==> src/rtl/exe_mul_seq.sv <==
// ---------------------------------------------------------------------------
// exe_mul_seq
// Sequential shift-add multiplier sitting behind the ID/EX pipeline register.
// A multiply seen on `start` is latched, iterated one (radix-2) or two
// (radix-4) multiplier bits per cycle, and the low WIDTH bits of the product
// are handed to EX/MEM with a one-cycle `done`/`wb_en` pulse. While the
// multiply is in flight `stall` freezes the PC, IF/ID and ID/EX registers.
//
// Build option:
//   MUL_RADIX4_EN  defined   -> two multiplier bits per cycle, N = WIDTH/2
//                  undefined -> one multiplier bit per cycle,  N = WIDTH
//   Products are bit-identical in both builds.
//
// Ports:
//   clk       in   rising-edge clock
//   rst       in   asynchronous reset, active low
//   start     in   ID/EX is_mul: a multiply occupies EX this cycle
//   flush     in   branch flush; kills any multiply in flight
//   op_a      in   multiplicand (Rm)
//   op_b      in   multiplier   (Rs)
//   dest_in   in   destination register of the multiply
//   stall     out  freeze front end and ID/EX register
//   done      out  one-cycle pulse; result/dest_out valid
//   wb_en     out  write-back enable for the product (same as done)
//   result    out  low WIDTH bits of op_a*op_b, held until the next completion
//   dest_out  out  destination register of the completed multiply
// ---------------------------------------------------------------------------
module exe_mul_seq #(
   parameter int WIDTH  = 32,
   parameter int DEST_W = 4
) (
   input  logic              clk,
   input  logic              rst,
   input  logic              start,
   input  logic              flush,
   input  logic [WIDTH-1:0]  op_a,
   input  logic [WIDTH-1:0]  op_b,
   input  logic [DEST_W-1:0] dest_in,
   output logic              stall,
   output logic              done,
   output logic              wb_en,
   output logic [WIDTH-1:0]  result,
   output logic [DEST_W-1:0] dest_out
);

`ifdef MUL_RADIX4_EN
   localparam int STEP = 2;
`else
   localparam int STEP = 1;
`endif
   localparam int N     = WIDTH / STEP;
   localparam int CNT_W = (N > 1) ? $clog2(N) : 1;
   localparam logic [CNT_W-1:0] LAST = CNT_W'(N - 1);

   typedef enum logic [1:0] {
      IDLE = 2'd0,
      RUN  = 2'd1,
      DONE = 2'd2
   } state_t;

   state_t             state, state_next;
   logic [CNT_W-1:0]   cnt;
   logic [WIDTH-1:0]   acc;
   logic [WIDTH-1:0]   mcand;
   logic [WIDTH-1:0]   mplier;
   logic [DEST_W-1:0]  dest;
   logic [WIDTH-1:0]   addend;
   logic [WIDTH-1:0]   acc_sum;

   // Partial product for this iteration; carries beyond WIDTH are dropped,
   // which is exactly the mod 2^WIDTH behaviour the write-back needs.
   always_comb begin
      // NOTE: every always_comb output gets a default first so no path can
      // leave it unassigned and infer a latch.
      addend = '0;
`ifdef MUL_RADIX4_EN
      if (mplier[0]) addend = mcand;
      if (mplier[1]) addend = addend + (mcand << 1);
`else
      if (mplier[0]) addend = mcand;
`endif
      acc_sum = acc + addend;
   end

   // Next-state and handshake outputs.
   always_comb begin
      state_next = state;
      unique case (state)
         IDLE: if (start && !flush) state_next = RUN;
         RUN: begin
            if (flush)             state_next = IDLE;
            else if (cnt == LAST)  state_next = DONE;
         end
         DONE:    state_next = IDLE;
         default: state_next = IDLE;
      endcase

      // Low in DONE so the pipeline advances together with the result;
      // start is deliberately ignored there because the same instruction is
      // still sitting in ID/EX.
      stall = !flush && ((state == IDLE && start) || state == RUN);
      done  = (state == DONE) && !flush;
      wb_en = done;
   end

   always_ff @(posedge clk or negedge rst) begin
      if (!rst) begin
         // NOTE: sequential state uses non-blocking assignments so every
         // register samples the pre-edge values regardless of statement order.
         state    <= IDLE;
         cnt      <= '0;
         acc      <= '0;
         mcand    <= '0;
         mplier   <= '0;
         dest     <= '0;
         result   <= '0;
         dest_out <= '0;
      end else begin
         state <= state_next;
         unique case (state)
            IDLE: begin
               if (start && !flush) begin
                  mcand  <= op_a;
                  mplier <= op_b;
                  dest   <= dest_in;
                  acc    <= '0;
                  cnt    <= '0;
               end
            end
            RUN: begin
               if (!flush) begin
                  acc    <= acc_sum;
                  mcand  <= mcand << STEP;
                  mplier <= mplier >> STEP;
                  cnt    <= cnt + 1'b1;
                  // Capture on the last iteration using the sum that includes
                  // this cycle's partial product.
                  if (cnt == LAST) begin
                     result   <= acc_sum;
                     dest_out <= dest;
                  end
               end
            end
            default: ;
         endcase
      end
   end

endmodule
==> config.mk <==
export PLATFORM = sky130hd
export DESIGN_NAME = exe_mul_seq
export DESIGN_NICKNAME = d
export VERILOG_FILES = /design/src/rtl/exe_mul_seq.sv
export SDC_FILE = /design/constraint.sdc
export NUM_CORES = 1
export LEC_CHECK = 0
export BUFFER_PORTS_ARGS = -buffer_cell sky130_fd_sc_hd__buf_4
export CORE_UTILIZATION = 40
export CTS_CLUSTER_SIZE = 16
export DETAILED_ROUTE_END_ITERATION = 10
export PLACE_DENSITY_LB_ADDON = 0.3
export SETUP_SLACK_MARGIN = 0.02
export SLEW_MARGIN = 20
export SYNTH_ARGS = -nofsm -noshare
export SYNTH_HDL_FRONTEND = slang
export SYNTH_SLANG_ARGS = --single-unit
==> constraint.sdc <==
create_clock -name clk -period 2.95 [get_ports clk]
set_input_delay 0 -clock clk [delete_from_list [all_inputs] [get_ports clk]]
set_output_delay 0 -clock clk [all_outputs]
set_load 0.02 [all_outputs]
==> flow_summary.json <==
{
  "outcome": "finished, final reports clean",
  "dp_hpwl_um": 12400,
  "finalSetupTns_ns": 0,
  "port_buffers": 110,
  "num_vias": 6253,
  "p_per_area_mw_per_mm2": 654,
  "syn_nets": 868,
  "finalMaxSlewViolations": 0,
  "start_kind": "register",
  "grt_max_degree": 92,
  "antenna_found_initial": 0,
  "nNetsFinal": 1043,
  "rrSetupSlack_ns": 0.15,
  "avgSynthCellArea_um2": 9.91,
  "cts_made_buffers": 17,
  "clock-sinks": 143,
  "finalCritPeriodShare_pct": 94.8,
  "path_cells": "and2_1 -> ha_1 -> fa_1 -> a21o_1 -> a21oi_2 -> a21oi_2 -> nor2_1 -> nor2_1 -> a211o_1 -> xnor2_1 -> o21ai_0",
  "num_rows": 49,
  "worstSetupEndpointType": "register",
  "clkPwrFrac_pct": 33.0,
  "first_iter_violations": 339,
  "worstMarginPinSlew_ns": 1.05,
  "internal_power_mw": 4.38,
  "min_path_type": "input pin to async pin",
  "seq_area_frac_synth_pct": 47.4,
  "cp_max_fo": 3,
  "drv_cap": 0,
  "core_mm2": 0.0182,
  "antennaDiodeCount": 0,
  "p_switching_mw": 2.15,
  "r2r_cells": 11,
  "grt_pass1_wl_um": 31500,
  "async_flop_share_pct": 100,
  "synth-seq-cells": 143,
  "synthesis.area_mm2": 0.00755,
  "final.setup_skew_ns": 0.0128,
  "start_util_pct": 41.5,
  "die_x_um": 139,
  "synthCells": 762,
  "holdWs_ns": 0.104,
  "ant_nets": 0,
  "synth_edf_count": 0,
  "final_util_pct": 54.8,
  "synth_cell_types": 63,
  "grt_pass1_vias": 6138,
  "p_total_mw": 6.52,
  "slew_headroom_pct": 30.0,
  "setup_slack_ns": 0.154,
  "cts_tree": "yes",
  "cts_max_path_buffers": 2,
  "drtPass1Iterations": 5,
  "p_leak_nw": 5.03,
  "clk_latency_ns": 0.43,
  "wl_um": 18700,
  "remaining_drc_errors": 0,
  "crit_required_ns": 3.25,
  "dieArea_mm2": 0.0194,
  "die_y_um": 139,
  "r2r_start": "mcand[0]",
  "area_delta_synth_final_pct": 32.1,
  "synthFlopType": "dfrtp_1",
  "htree_levels": 4,
  "wl_per_cell_um": 15.8,
  "drt-vias-per-instance": 5.30,
  "cts_root_buffer": "clkbuf_16",
  "fmax_mhz": 358,
  "drive_above_1_share_pct": 23.6,
  "hold_violations": 0,
  "slowest_delay_ns": 0.41,
  "overflow": 0,
  "rsz0062_at_grt": "true",
  "cp.arrival_ns": 3.10,
  "switching_share_pct": 32.9,
  "setup_viol": 0,
  "r2r-end": "result[12]",
  "ir_drop_v": 0.000440,
  "crit_slowest_cell": "fa_1",
  "pwr-share-seq_pct": 39.8,
  "clk_pin_slew_worst_paths_ns": 0.06,
  "io_pins": 111,
  "path_buf_inv": 0,
  "crit_type": "register to register",
  "p_comb_share_pct": 27.2,
  "yosys_warnings": 0,
  "path_delay_family": "compound AO/OA/AOI/OAI gates",
  "dp_slack_ns": 0.114,
  "period_needed_ns": 2.80,
  "gp_congestion": 0.864,
  "grt_use_total_pct": 20.3
}
-- cells in the final DEF, fill, tap and decap left out, types with 4 or more instances in the layout --
master,count
a21o_1,19
a21oi_1,22
a21oi_2,8
a22o_1,28
a22oi_1,62
a31oi_1,5
and2_1,33
and3_1,4
buf_4,126
clkbuf_16,17
dfrtp_1,143
dlygate4sd3_1,69
ha_1,28
ha_2,5
inv_1,9
inv_6,5
mux2_2,26
nand2_1,177
nand3_1,4
nand4_1,6
nor2_1,18
nor3_1,4
o21ai_0,17
o21ai_1,12
o21ai_2,4
o21bai_1,4
xnor2_1,18
xor2_1,12
-- worst register-to-register path: stages, from the launching register on --
cell and delay [ns]:
dfrtp_1 0.39, and2_1 0.16, ha_1 0.22, fa_1 0.41
a21o_1 0.20, a21oi_2 0.19, a21oi_2 0.11, nor2_1 0.26
nor2_1 0.09, a211o_1 0.24, xnor2_1 0.25, o21ai_0 0.13
-- stage by stage --
stage / area, µm² / cells
5_1_grt: 9970 / 1179
3_5_place_dp: 8610 / 1075
3_3_place_gp: 8610 / 1075
4_1_cts: 9890 / 1176
6_report: 9970 / 1179
2_1_floorplan: 7550 / 762
-- state kept, by name (all words and copies together), names as in the netlist --
signal,cells
state,2
acc,32
dest,4
cnt,5
result,32
mplier,32
dest_out,4
mcand,32
-- area by class of cell --
class                           count  area, µm²
Sequential cell                   143       3580
Clock buffer                       17        425
Inverter                           10       37.5
Clock inverter                     15        159
Multi-Input combinational cell    566       3770
Fill cell                        1584       8240
Tap cell                          229        287
Timing Repair Buffer              199       1720
-- cells in the mapped netlist (all sizes together) (2+ instances only) --
master,n,area (µm²)
nand3,4,20.0
and3,5,32.5
nor2b,2,12.5
a211oi,4,40.0
a22o,28,245
nand2,179,677
a31o,2,17.5
nor3b,2,15.0
o21bai,4,30.0
a21o,19,143
nor3,4,20.0
a211o,4,36.3
and2,35,220
o21a,3,23.8
xor2,12,105
mux2,27,308
buf,8,52.6
a21oi,30,176
and4,2,20.0
nand2b,3,18.8
o21ai,35,201
a31oi,5,31.3
o31ai,2,15.0
ha,33,413
inv,9,33.8
a41oi,2,17.5
nor2,20,75.1
nand4,6,37.5
dfrtp,143,3580
a22oi,62,465
clkbuf,35,171
xnor2,18,158
-- worst max path at each step --
stage          startpoint  cells after the start  slack, ns    endpoint
2_1_floorplan   mplier[0]                     11       0.38  result[21]
3_3_place_gp    mplier[0]                     11       0.16     acc[30]
3_5_place_dp    mplier[0]                     11       0.11     acc[31]
4_1_cts         mplier[0]                     11       0.09     acc[31]
5_1_grt         mplier[0]                     11      -0.01     acc[31]
6_report         mcand[0]                     11       0.15  result[12]
-- metal layers --
metal	GRT usage, %	vias up	routed length [µm]
met1	27.7	3032	8800
met5	0	-	0
met4	6.20	0	276
met3	3.85	24	734
li1	-	3063	-
met2	32.5	134	8870
-- power groups by stage --
stage | Sequential, mW | Combinational [mW] | Clock, mW
6_report | 2.60 | 1.78 | 2.15
5_1_grt | 2.65 | 2.00 | 2.28
3_5_place_dp | 2.62 | 1.67 | 0
3_3_place_gp | 2.62 | 1.64 | 0
4_1_cts | 2.59 | 1.75 | 2.19
2_1_floorplan | 2.54 | 1.27 | 0
-- timing repair --
| item | 4_1_cts | 5_1_grt |
|---|---|---|
| setup buffers | 0 | 2 |
| gates resized for setup | 0 | 11 |
| hold endpoints to repair | 118 | 0 |
| hold buffers | 69 | 0 |
| setup endpoints to repair | 0 | 10 |
-- cell families (layout without fill, tap and decap cells) --
| kind of cell | after synthesis | after routing | synth area share, % |
|---|---|---|---|
| mux | 28 | 28 | 4.21 |
| xor+xnor | 30 | 30 | 3.48 |
| simple gates | 264 | 264 | 15.4 |
| fa+ha+maj | 34 | 34 | 5.73 |
| buf+inv | 53 | 241 | 3.46 |
| flops | 143 | 143 | 47.4 |
| compound gates | 210 | 210 | 20.3 |
Power figures use the tool's default switching activity.
